### src/rtl/syn_audio_pkg.sv
// Shared audio-path types: PCM frame layout, word-length select and the ADC capture FSM states.
package syn_audio_pkg;

  typedef enum logic {BPS_16 = 1'b0, BPS_32 = 1'b1} bps_t;

  typedef struct packed {
    logic [31:0] lchnnl;
    logic [31:0] rchnnl;
  } pcm_data_t;

  typedef enum logic [1:0] {ADC_SYNC, ADC_LCH, ADC_RCH} adc_rx_fsm_t;

  localparam logic [5:0] BPS16_BITS = 6'd16;
  localparam logic [5:0] BPS32_BITS = 6'd32;

endpackage

### src/rtl/syn_adc_sync.sv
// Brings the codec BCLK/LRC/DAT pins into clk_ir and flags each BCLK rise together with
// the LRC and DAT levels that belong to that rise.
module syn_adc_sync #(
  parameter int SYNC_STAGES = 2
) (
  input  logic       clk_ir,
  input  logic       rst_ih,
  input  logic [2:0] pad,
  output logic       bclk_rise_p0,
  output logic       lrc_p0,
  output logic       dat_p0
);

  logic [SYNC_STAGES-1:0][2:0] sync_q;
  logic                        bclk_prev;

  always_ff @(posedge clk_ir or posedge rst_ih) begin
    if (rst_ih) begin
      sync_q       <= '0;
      bclk_prev    <= 1'b0;
      bclk_rise_p0 <= 1'b0;
      lrc_p0       <= 1'b0;
      dat_p0       <= 1'b0;
    end else begin
      sync_q       <= {sync_q[SYNC_STAGES-2:0], pad};
      bclk_prev    <= sync_q[SYNC_STAGES-1][2];
      // stage boundary p0: strobe and the LRC/DAT levels it qualifies leave together
      bclk_rise_p0 <= sync_q[SYNC_STAGES-1][2] & ~bclk_prev;
      lrc_p0       <= sync_q[SYNC_STAGES-1][1];
      dat_p0       <= sync_q[SYNC_STAGES-1][0];
    end
  end

endmodule

### src/rtl/syn_adc_rx.sv
// I2S capture receiver: deserializes MSB-first L/R words from the codec ADC pins and hands
// one stereo pcm_data_t per frame to the consumer over valid/ready.
module syn_adc_rx
  import syn_audio_pkg::*;
#(
  parameter int   SYNC_STAGES  = 2,
  parameter logic LRC_LEFT_LVL = 1'b0
) (
  input  logic      clk_ir,
  input  logic      rst_ih,
  input  logic      en_i,
  input  bps_t      bps_i,
  input  logic      adc_bclk_i,
  input  logic      adc_lrc_i,
  input  logic      adc_dat_i,
  output pcm_data_t pcm_data_o,
  output logic      pcm_valid_o,
  input  logic      pcm_ready_i,
  output logic      ovrflw_o,
  output logic      short_o,
  input  logic      clr_err_i
);

  logic        bclk_rise_p0, lrc_p0, dat_p0;
  adc_rx_fsm_t state;
  logic [5:0]  n_bits, cnt;
  logic [31:0] shreg, l_word;
  logic        lrc_last;
  pcm_data_t   frame_p1;
  logic        vld_p1;
  logic        lrc_chg, shift_en, short_evt, ovf_evt;

  // MSB-align a possibly short word; 16-bit words are sign-extended to 32 bits.
  function automatic logic [31:0] align_word(input logic [31:0] sh, input logic [5:0] n_got,
                                             input logic [5:0] n_want);
    logic [31:0] w;
    w = sh << (n_want - n_got);
    if (n_want == BPS16_BITS) w = {{16{w[15]}}, w[15:0]};
    return w;
  endfunction

  syn_adc_sync #(.SYNC_STAGES(SYNC_STAGES)) u_sync (
    .clk_ir      (clk_ir),
    .rst_ih      (rst_ih),
    .pad         ({adc_bclk_i, adc_lrc_i, adc_dat_i}),
    .bclk_rise_p0(bclk_rise_p0),
    .lrc_p0      (lrc_p0),
    .dat_p0      (dat_p0)
  );

  assign lrc_chg   = bclk_rise_p0 & (lrc_p0 != lrc_last);
  assign shift_en  = bclk_rise_p0 & ~lrc_chg & (cnt < n_bits);
  assign short_evt = en_i & lrc_chg & (state != ADC_SYNC) & (cnt < n_bits);
  assign ovf_evt   = vld_p1 & pcm_valid_o & ~pcm_ready_i;

  // stage boundary p1: deserializer and framing FSM
  always_ff @(posedge clk_ir or posedge rst_ih) begin
    if (rst_ih) begin
      state    <= ADC_SYNC;
      n_bits   <= '0;
      cnt      <= '0;
      shreg    <= '0;
      l_word   <= '0;
      lrc_last <= 1'b0;
      frame_p1 <= '0;
      vld_p1   <= 1'b0;
    end else begin
      vld_p1 <= 1'b0;
      if (bclk_rise_p0) lrc_last <= lrc_p0;
      if (!en_i) begin
        state <= ADC_SYNC;
        cnt   <= '0;
        shreg <= '0;
      end else begin
        case (state)
          ADC_SYNC: begin
            if (lrc_chg && (lrc_p0 == LRC_LEFT_LVL)) begin
              state  <= ADC_LCH;
              n_bits <= (bps_i == BPS_32) ? BPS32_BITS : BPS16_BITS;
              cnt    <= '0;
              shreg  <= '0;
            end
          end
          ADC_LCH: begin
            if (lrc_chg) begin
              l_word <= align_word(shreg, cnt, n_bits);
              cnt    <= '0;
              shreg  <= '0;
              state  <= ADC_RCH;
            end else if (shift_en) begin
              shreg <= {shreg[30:0], dat_p0};
              cnt   <= cnt + 6'd1;
            end
          end
          ADC_RCH: begin
            if (lrc_chg) begin
              frame_p1.lchnnl <= l_word;
              frame_p1.rchnnl <= align_word(shreg, cnt, n_bits);
              vld_p1          <= 1'b1;
              cnt             <= '0;
              shreg           <= '0;
              state           <= ADC_LCH;
            end else if (shift_en) begin
              shreg <= {shreg[30:0], dat_p0};
              cnt   <= cnt + 6'd1;
            end
          end
          default: state <= ADC_SYNC;
        endcase
      end
    end
  end

  // stage boundary p2: output holding register; a frame arriving while the old one is stuck is dropped
  always_ff @(posedge clk_ir or posedge rst_ih) begin
    if (rst_ih) begin
      pcm_data_o  <= '0;
      pcm_valid_o <= 1'b0;
      ovrflw_o    <= 1'b0;
      short_o     <= 1'b0;
    end else begin
      if (vld_p1 && (!pcm_valid_o || pcm_ready_i)) begin
        pcm_data_o  <= frame_p1;
        pcm_valid_o <= 1'b1;
      end else if (pcm_valid_o && pcm_ready_i) begin
        pcm_valid_o <= 1'b0;
      end
      ovrflw_o <= ovf_evt | (ovrflw_o & ~clr_err_i);
      short_o  <= short_evt | (short_o & ~clr_err_i);
    end
  end

endmodule

### config.mk
export PLATFORM = sky130hd
export DESIGN_NAME = syn_adc_rx
export DESIGN_NICKNAME = d
export VERILOG_FILES = /design/src/rtl/syn_audio_pkg.sv /design/src/rtl/syn_adc_sync.sv /design/src/rtl/syn_adc_rx.sv
export SDC_FILE = /design/constraint.sdc
export NUM_CORES = 1
export LEC_CHECK = 0
export ABC_AREA = 1
export BUFFER_PORTS_ARGS = -buffer_cell sky130_fd_sc_hd__buf_2
export CAP_MARGIN = 5
export CORE_MARGIN = 2
export CORE_UTILIZATION = 54
export DETAILED_ROUTE_END_ITERATION = 10
export MAX_ROUTING_LAYER = met4
export PLACE_DENSITY = 0.76
export SLEW_MARGIN = 20
export SYNTH_ARGS = -nofsm -noshare
export SYNTH_HDL_FRONTEND = slang
export SYNTH_SLANG_ARGS = --single-unit
### constraint.sdc
create_clock -name clk_ir -period 6.8 [get_ports clk_ir]
set_clock_uncertainty 0.15 [all_clocks]
set_input_delay 0.68 -clock clk_ir [delete_from_list [all_inputs] [get_ports clk_ir]]
set_output_delay 0.68 -clock clk_ir [all_outputs]
set_load 0.05 [all_outputs]
==> results of run 1 <==
## layout make-up
cell class | instances | area [um2]
Tap cell | 234 | 293
Clock buffer | 32 | 629
Sequential cell | 217 | 5430
Multi-Input combinational cell | 856 | 4180
Inverter | 52 | 205
Clock inverter | 6 | 62.6
Fill cell | 1598 | 7300
Timing Repair Buffer | 81 | 420
## layer usage
| metal | up-vias | GRT usage | wire [um] |
|---|---|---|---|
| met4 | 0 | 0.0632 | 535 |
| met5 | - | - | 0 |
| met2 | 246 | 0.342 | 9740 |
| met3 | 50 | 0.0255 | 1100 |
| li1 | 3932 | - | - |
| met1 | 3750 | 0.351 | 10400 |
## kinds of logic after synthesis
group                    count (synthesis)  synth area share
adder cells (fa/ha/maj)                  8           0.00991
AO/OA/AOI/OAI                           74            0.0388
AND/OR/NAND/NOR                        712             0.295
buffers and inverters                  113            0.0489
multiplexers                            58            0.0647
XOR/XNOR                                 4           0.00533
flip-flops                             217             0.538
## synthesized netlist by cell type, types with 2 or more instances
cell	count
nand4_1	5
nand2_2	2
inv_2	6
buf_4	9
buf_2	21
clkbuf_1	22
nand3_1	177
o21bai_1	2
dfrtp_1	217
mux2_2	58
o21ai_1	7
nand2_4	2
a21oi_1	8
buf_1	8
ha_1	8
xor2_1	3
o22ai_1	5
nor2_1	19
nor3_1	3
o21ai_0	48
nand2_1	499
inv_1	44
## path summary, 6_finish.rpt
kind                                    endpoint  slack, ns             start
worst max-delay path                  l_word[19]       1.62            cnt[0]
worst max register to register        l_word[19]       1.62            cnt[0]
worst min register to register  u_sync.sync_q[5]       0.20  u_sync.sync_q[2]
max in group asynchronous              shreg[22]       4.75            rst_ih
worst min-delay path            u_sync.sync_q[1]       0.13         adc_lrc_i
min in group asynchronous         pcm_data_o[41]       0.20            rst_ih
## state kept, by name, indices dropped and copies added (netlist names), 2 cells and up
name / count
shreg: 32
u_sync.sync_q: 6
l_word: 32
frame_p1: 64
state: 2
n_bits: 2
cnt: 6
pcm_data_o: 64
## worst max-delay path, cell delays in order (launching register included)
cell and delay (ns):
dfrtp_1 1.03, inv_2 0.48, ha_1 1.08, clkinv_1 1.03, nand3_1 0.38, nand3_1 0.13
nand3_1 0.12, nand2_1 0.09, inv_2 0.08, nand3_4 0.18, nand2_1 0.17, nand2_1 0.07
nand2_1 0.09
## per-stage QoR
step	hold WS (ns)	worst slack [ns]	area, um2
2_1_floorplan	0.181	0.0340	10100
6_report	0.135	1.62	11200
4_1_cts	0.113	1.66	11200
5_1_grt	0.122	1.04	11200
3_5_place_dp	0.185	1.69	10500
3_3_place_gp	0.182	1.80	10500
## report_power, final
group | total (mW) | internal (mW) | switching, mW
clock network | 1.15 | 0.682 | 0.472
registers | 1.63 | 1.49 | 0.139
logic | 2.08 | 0.586 | 1.49
total | 4.87 | 2.76 | 2.11
==> impl_metrics.yaml, run 1 <==
status:
  status: "completed"
timing:
  tns_ns: 0
  max_slew_margin: 0.304
  min_period_ns: 5.18
  post-route-period-util: 0.762
  fmaxAchievable_mhz: 193
  drv_slew: 0
  rsz0062_at_grt: "false"
  worstMarginPinSlew_ns: 1.04
  finalHoldViolations: 0
  setup_violations: 0
detailed_routing:
  via_per_inst: 5.40
  detail_route.wirelength_mm: 21.8
  vias: 7978
  antenna_left: 0
  wire_per_inst_um: 14.7
  drt_iter0_drc: 710
  drc: 0
  dr.pass1.iters: 5
final_layout:
  drive_gt1_frac: 0.151
  final_common_cell: "nand2_1"
  utilization: 0.606
  nets: 1247
  final_cell_count_no_fill: 1478
  most-common-layout-cells: "nand2_1 (497), dfrtp_1 (217), nand3_1 (177)"
  num_antenna_cells: 0
  syn_to_final_growth_pct: 11.1
yosys:
  ys_ff_latch: 217
  avgSynthCellArea_um2: 8.51
  synthCells: 1186
  synth_edf_count: 0
  ys.flop_type: "dfrtp_1"
  yosys_warnings: 0
  syn_area_mm2: 0.0101
  synth-async-reset-ratio: 1.00
  ys_top_cells_by_area: "dfrtp_1 (54%), nand2_1 (19%), nand3_1 (8.8%), mux2_2 (6.5%), o21ai_0 (2.4%)"
  synthDistinctLibCells: 35
  seq_area_frac_synth: 0.538
  synth_fp_nets: 1203
  synth_top_area_frac: 0.538
  yosys.area.top_type: "dfrtp_1"
placed_design:
  gp_congestion: 0.955
  hpwl_mm: 14.5
  port_buffers: 75
  numPlacedInstances: 1440
cts:
  htreeDepth: 1
  cts_buffers: 22
  tritoncts: "built"
  clockBufferDepth: 3
  post_cts_resized: 0
  cts_root_buf: "clkbuf_16"
  cts_setup_buffers: 0
  clock-sinks: 217
  clk_pin_slew_ns: 0.06
  cts_hold_repair.buffers: 0
  clk_latency_ns: 0.50
setup_path:
  r2r.worst_path.cells: 12
  crit_type: "reg -> reg"
  arrival_ns: 5.47
  start_kind: "register"
  setup.worst_path.end_class: "register"
  worstPathRequired_ns: 7.09
  path_max_fanout: 37
floorplan:
  ios: 76
  coreArea_mm2: 0.0185
  dieArea_mm2: 0.0198
  rows: 50
  start_util: 0.545
  dieWidth_um: 141
  fp.dieH_um: 141
hold_path:
  min_path_cells: 1
  hold_class: "in -> reg"
job:
  max_cap_violations: 0
global_routing:
  grt_max_degree: 143
  antenna_found_initial: 0
  grt-ovfl-total: 0
  grt_pass1_vias: 7432
  grt_pass1_wl_mm: 37.4
  grt_use_total: 0.234
power_and_ir_drop:
  power_mw: 4.87
  max-vdd-ir-drop_v: 0.000269
  power_density_mw_per_mm2: 434
  leakage_nw: 6.18
No activity file was read; power rests on OpenSTA's default activity.
==> inputs of run 2 (changes only) <==
- clock period: 6.8 -> 4.4 ns (I/O delays scaled with it)
==> run 2 against run 1 <==
Against the previous run: clock power increased by 78%; largest power group unchanged; die area unchanged; combinational power rose by 59%; first-iteration DRC count down 4.6%; hold slack worse by 0.053 ns; critical path type unchanged.
==> impl_metrics.yaml, run 2 (same netlist as run 1, synthesis figures left out) <==
floorplan:
  ios: 76
  coreArea_mm2: 0.0185
  fp.dieH_um: 141
  dieWidth_um: 141
  start_util: 0.545
  dieArea_mm2: 0.0198
  rows: 50
setup_path:
  setup.worst_path.end_class: "register"
  worstPathRequired_ns: 4.68
  crit_type: "reg -> reg"
  r2r.worst_path.cells: 13
  path_max_fanout: 34
  start_kind: "register"
  arrival_ns: 4.02
  regToRegSetupSlack_ns: 0.66
timing:
  fmaxAchievable_mhz: 267
  post-route-period-util: 0.850
  tns_ns: 0
  fin_ws_ns: 0.660
  max_slew_margin: 0.268
  drv_slew: 0
  setup_violations: 0
  min_period_ns: 3.74
  worstMarginPinSlew_ns: 1.10
  rsz0062_at_grt: "false"
  finalHoldViolations: 0
cts:
  clk_latency_ns: 0.50
  cts_hold_repair.buffers: 5
  clockBufferDepth: 3
  tritoncts: "built"
  post_cts_resized: 0
  cts_setup_buffers: 0
  cts_buffers: 23
  htreeDepth: 1
  cts_root_buf: "clkbuf_16"
  clock-sinks: 217
  clk_pin_slew_ns: 0.06
placed_design:
  hpwl_mm: 15.1
  port_buffers: 75
  placed_area_mm2: 0.0106
  gp_congestion: 0.953
  place_ws_ns: 0.755
detailed_routing:
  met2_length_mm: 11.1
  drc: 0
  drt_iter0_drc: 677
  wl_met3_mm: 1.09
  detail_route.wirelength_mm: 23.0
  antenna_left: 0
  via_per_inst: 5.46
  top_layer_used: "met4"
  vias: 8137
  dr.pass1.iters: 5
  m1WireLength_mm: 10.5
  wire_per_inst_um: 15.5
global_routing:
  grt_max_degree: 130
  grt_pass1_vias: 7728
  grt-ovfl-total: 0
  grt_use_total: 0.245
  grt_pass1_wl_mm: 38.9
  antenna_found_initial: 0
final_layout:
  num_antenna_cells: 0
  fillers: 1603
  fin_area_mm2: 0.0114
  top_regs: "frame_p1 (64), pcm_data_o (64)"
  syn_to_final_growth_pct: 13.2
  drive_gt1_frac: 0.157
  nets: 1258
  most-common-layout-cells: "nand2_1 (497), dfrtp_1 (217), nand3_1 (177)"
  final_common_cell: "nand2_1"
hold_path:
  min_path_cells: 3
  hold_class: "in -> reg"
power_and_ir_drop:
  max-vdd-ir-drop_v: 0.000403
  power_density_mw_per_mm2: 688
  leakage_nw: 6.28
status:
  status: "completed"
job:
  max_cap_violations: 0
[run 2: cell types whose count changed in the layout (fill, tap and decap cells not counted)]
cell	previous run	this run
bufinv_16	1	5
clkbuf_1	7	5
dlygate4sd3_1	0	5
clkinv_2	3	4
clkinvlp_4	0	1
inv_6	2	0
inv_8	1	0
buf_4	6	10
buf_12	0	1
clkbuf_8	2	3
[run 2: path summary, 6_finish.rpt]
path / start / to
hold reg to reg: u_sync.sync_q[4] / u_sync.lrc_p0
setup / recovery: cnt[0] / frame_p1[25]
hold / removal: bps_i / n_bits[5]
min in group asynchronous: rst_ih / pcm_data_o[36]
max in group asynchronous: rst_ih / pcm_data_o[20]
setup reg to reg: cnt[0] / frame_p1[25]
[run 2: report_power, final]
| part | internal [mW] | switching [mW] | leakage, nW |
|---|---|---|---|
| combinational | 0.919 | 2.39 | 2.93 |
| clock | 1.30 | 0.750 | 0.397 |
| sequential | 2.31 | 0.191 | 2.95 |
| total | 4.53 | 3.34 | 6.28 |
[run 2: worst max-delay path: stages (launching register included)]
cell	delay (ns)
dfrtp_1	0.38
inv_2	0.41
ha_1	0.23
buf_4	0.31
clkinv_1	0.80
nand3_1	0.41
nand3_1	0.14
nand3_1	0.12
nand2_1	0.10
inv_2	0.09
nand3_4	0.17
nand2_1	0.16
nand2_1	0.07
nand2_1	0.11
[run 2: layout make-up]
| class | instances | area, um2 | share of cell area |
|---|---|---|---|
| clock buffer | 31 | 636 | 0.0556 |
| clock inverter | 9 | 170 | 0.0149 |
| inverter | 52 | 201 | 0.0176 |
| multi-input combinational | 856 | 4180 | 0.366 |
| sequential | 217 | 5430 | 0.475 |
| tap | 234 | 293 | 0.0256 |
| timing repair buffer | 91 | 520 | 0.0455 |
[run 2: stage by stage]
step / cells / total power, mW / hold slack [ns] / utilization
after floorplan: 1186 / 5.03 / 0.181 / -
after global placement: 1445 / 5.70 / 0.182 / 0.571
after detailed placement: 1445 / 5.74 / 0.186 / 0.571
after CTS: 1490 / 7.84 / 0.0845 / 0.617
after global routing: 1490 / 8.40 / 0.0773 / 0.617
final: 1490 / 7.86 / 0.0817 / 0.617
[run 2: routing by layer]
metal	track usage	up-vias
met1	0.345	3890
met4	0.0516	0
met3	0.0313	32
met5	-	-
li1	-	3963
met2	0.387	252
==> inputs of run 3 (changes only) <==
- CORE_ASPECT_RATIO: unset -> 0.6
- CORE_UTILIZATION: 54 -> 45
- PLACE_DENSITY: 0.76 -> unset
==> run 3 against run 2 <==
Against the previous run: sequential share of layout area fell by 0.22 points; total power up 0.39%; non-clock buffer count increased by 3; register-to-register slack better by 0.35 ns; global-route usage is 2.0 points lower; sequential power hardly changed; highest routed layer unchanged.
==> impl_metrics.yaml, run 3 (same netlist as run 1, synthesis figures left out) <==
detailed_routing:
  via_per_inst: 5.17
  wire_per_inst_um: 16.1
  vias: 7961
  detail_route.wirelength_mm: 24.8
  drc: 0
  antenna_left: 0
  dr.pass1.iters: 5
  drt_iter0_drc: 718
timing:
  setup_violations: 0
  fmaxAchievable_mhz: 295
  fin_ws_ns: 1.01
  rsz0062_at_grt: "false"
  drv_slew: 0
  worstMarginPinSlew_ns: 0.865
  whs_ns: 0.0450
  tns_ns: 0
  post-route-period-util: 0.772
  max_slew_margin: 0.420
  min_period_ns: 3.39
  finalHoldViolations: 0
placed_design:
  place_ws_ns: 1.01
  gp_congestion: 0.900
  placed_area_mm2: 0.0107
  hpwl_mm: 17.0
  port_buffers: 75
global_routing:
  grt_pass1_vias: 7384
  grt_max_degree: 112
  grt_use_total: 0.224
  grt-ovfl-total: 0
  antenna_found_initial: 1
  grt_pass1_wl_mm: 40.8
setup_path:
  path_max_fanout: 31
  start_kind: "register"
  setup.worst_path.end_class: "register"
  arrival_ns: 3.69
  worstPathRequired_ns: 4.70
  crit_type: "reg -> reg"
cts:
  tritoncts: "built"
  clockBufferDepth: 3
  clock-sinks: 217
  post_cts_resized: 0
  cts_root_buf: "clkbuf_16"
  cts_buffers: 21
  clk_latency_ns: 0.51
  clk_pin_slew_ns: 0.06
  cts_setup_buffers: 0
  htreeDepth: 1
floorplan:
  ios: 76
  fp.dieH_um: 120
  dieArea_mm2: 0.0237
  coreArea_mm2: 0.0220
  dieWidth_um: 197
  rows: 42
  start_util: 0.459
final_layout:
  top_regs: "frame_p1 (64), pcm_data_o (64)"
  fillers: 2072
  syn_to_final_growth_pct: 13.7
  nets: 1259
  num_antenna_cells: 0
  final_common_cell: "nand2_1"
  most-common-layout-cells: "nand2_1 (497), dfrtp_1 (217), nand3_1 (177)"
  fin_area_mm2: 0.0115
  utilization: 0.521
  seq_area_mm2: 0.00543
  drive_gt1_frac: 0.159
  multi_input_area_mm2: 0.00418
hold_path:
  hold_class: "in -> reg"
power_and_ir_drop:
  power_density_mw_per_mm2: 688
  leakage_nw: 6.28
  max-vdd-ir-drop_v: 0.000404
job:
  max_cap_violations: 0
status:
  status: "completed"
==> run 3: cell count changes in the layout (fill, tap and decap cells not counted) <==
| cell | previous run | this run |
|---|---|---|
| buf_12 | 1 | 2 |
| buf_4 | 10 | 12 |
| bufinv_16 | 5 | 4 |
| clkbuf_1 | 5 | 2 |
| clkbuf_16 | 23 | 21 |
| clkbuf_8 | 3 | 5 |
| clkinv_2 | 4 | 1 |
| clkinv_4 | 0 | 2 |
| inv_6 | 0 | 1 |
| nand2_2 | 4 | 3 |
| nand2_4 | 2 | 3 |
==> run 3: power breakdown <==
group / switching [mW] / internal (mW)
Combinational: 2.49 / 0.933
Clock: 0.770 / 1.20
Sequential: 0.200 / 2.31
==> run 3: per-layer routing <==
metal	routed length [um]	vias up	share of wire	GRT usage
li1	-	3943	-	-
met3	1580	27	0.064	0.0453
met5	0	-	0	-
met4	371	0	0.015	0.0404
met2	9240	213	0.37	0.276
met1	13600	3778	0.55	0.369
==> run 3: what timing repair did <==
item,in CTS,in global routing
hold buffers,5,0
hold endpoints to repair,38,0
endpoints found under the setup margin,0,0
==> run 3: critical path, stage by stage, from the launching register on <==
cell,delay (ns)
dfrtp_1,0.40
inv_1,0.07
ha_1,0.27
buf_4,0.30
clkinv_1,0.77
nand3_1,0.36
nand3_1,0.13
nand3_1,0.15
nand2_1,0.11
inv_2,0.09
nand3_4,0.19
nand2_1,0.17
nand2_1,0.06
nand2_1,0.09
==> run 3: area by class of cell <==
type	instances	area share
multi-input cells	856	0.364
clock inverters	8	0.0132
clock buffers	28	0.0524
flip-flops and latches	217	0.473
well taps	286	0.0312
repair buffers	94	0.0484
inverters	52	0.0175
==> run 3: through the flow <==
step,total power [mW],std cells
CTS,7.90,1541
detailed placement,5.89,1500
floorplan,5.03,1186
global placement,5.91,1500
finish,7.90,1541
global route,8.47,1541
==> run 3: worst paths after layout <==
check,startpoint,to,slack [ns],depth (start not counted)
min in group asynchronous,rst_ih,u_sync.sync_q[1],0.48,3
worst min register to register,u_sync.sync_q[0],u_sync.sync_q[3],0.20,0
worst max-delay path,cnt[1],l_word[24],1.01,13
worst max register to register,cnt[1],l_word[24],1.01,13
max in group asynchronous,rst_ih,pcm_data_o[24],2.58,4
worst min-delay path,bps_i,n_bits[5],0.05,3
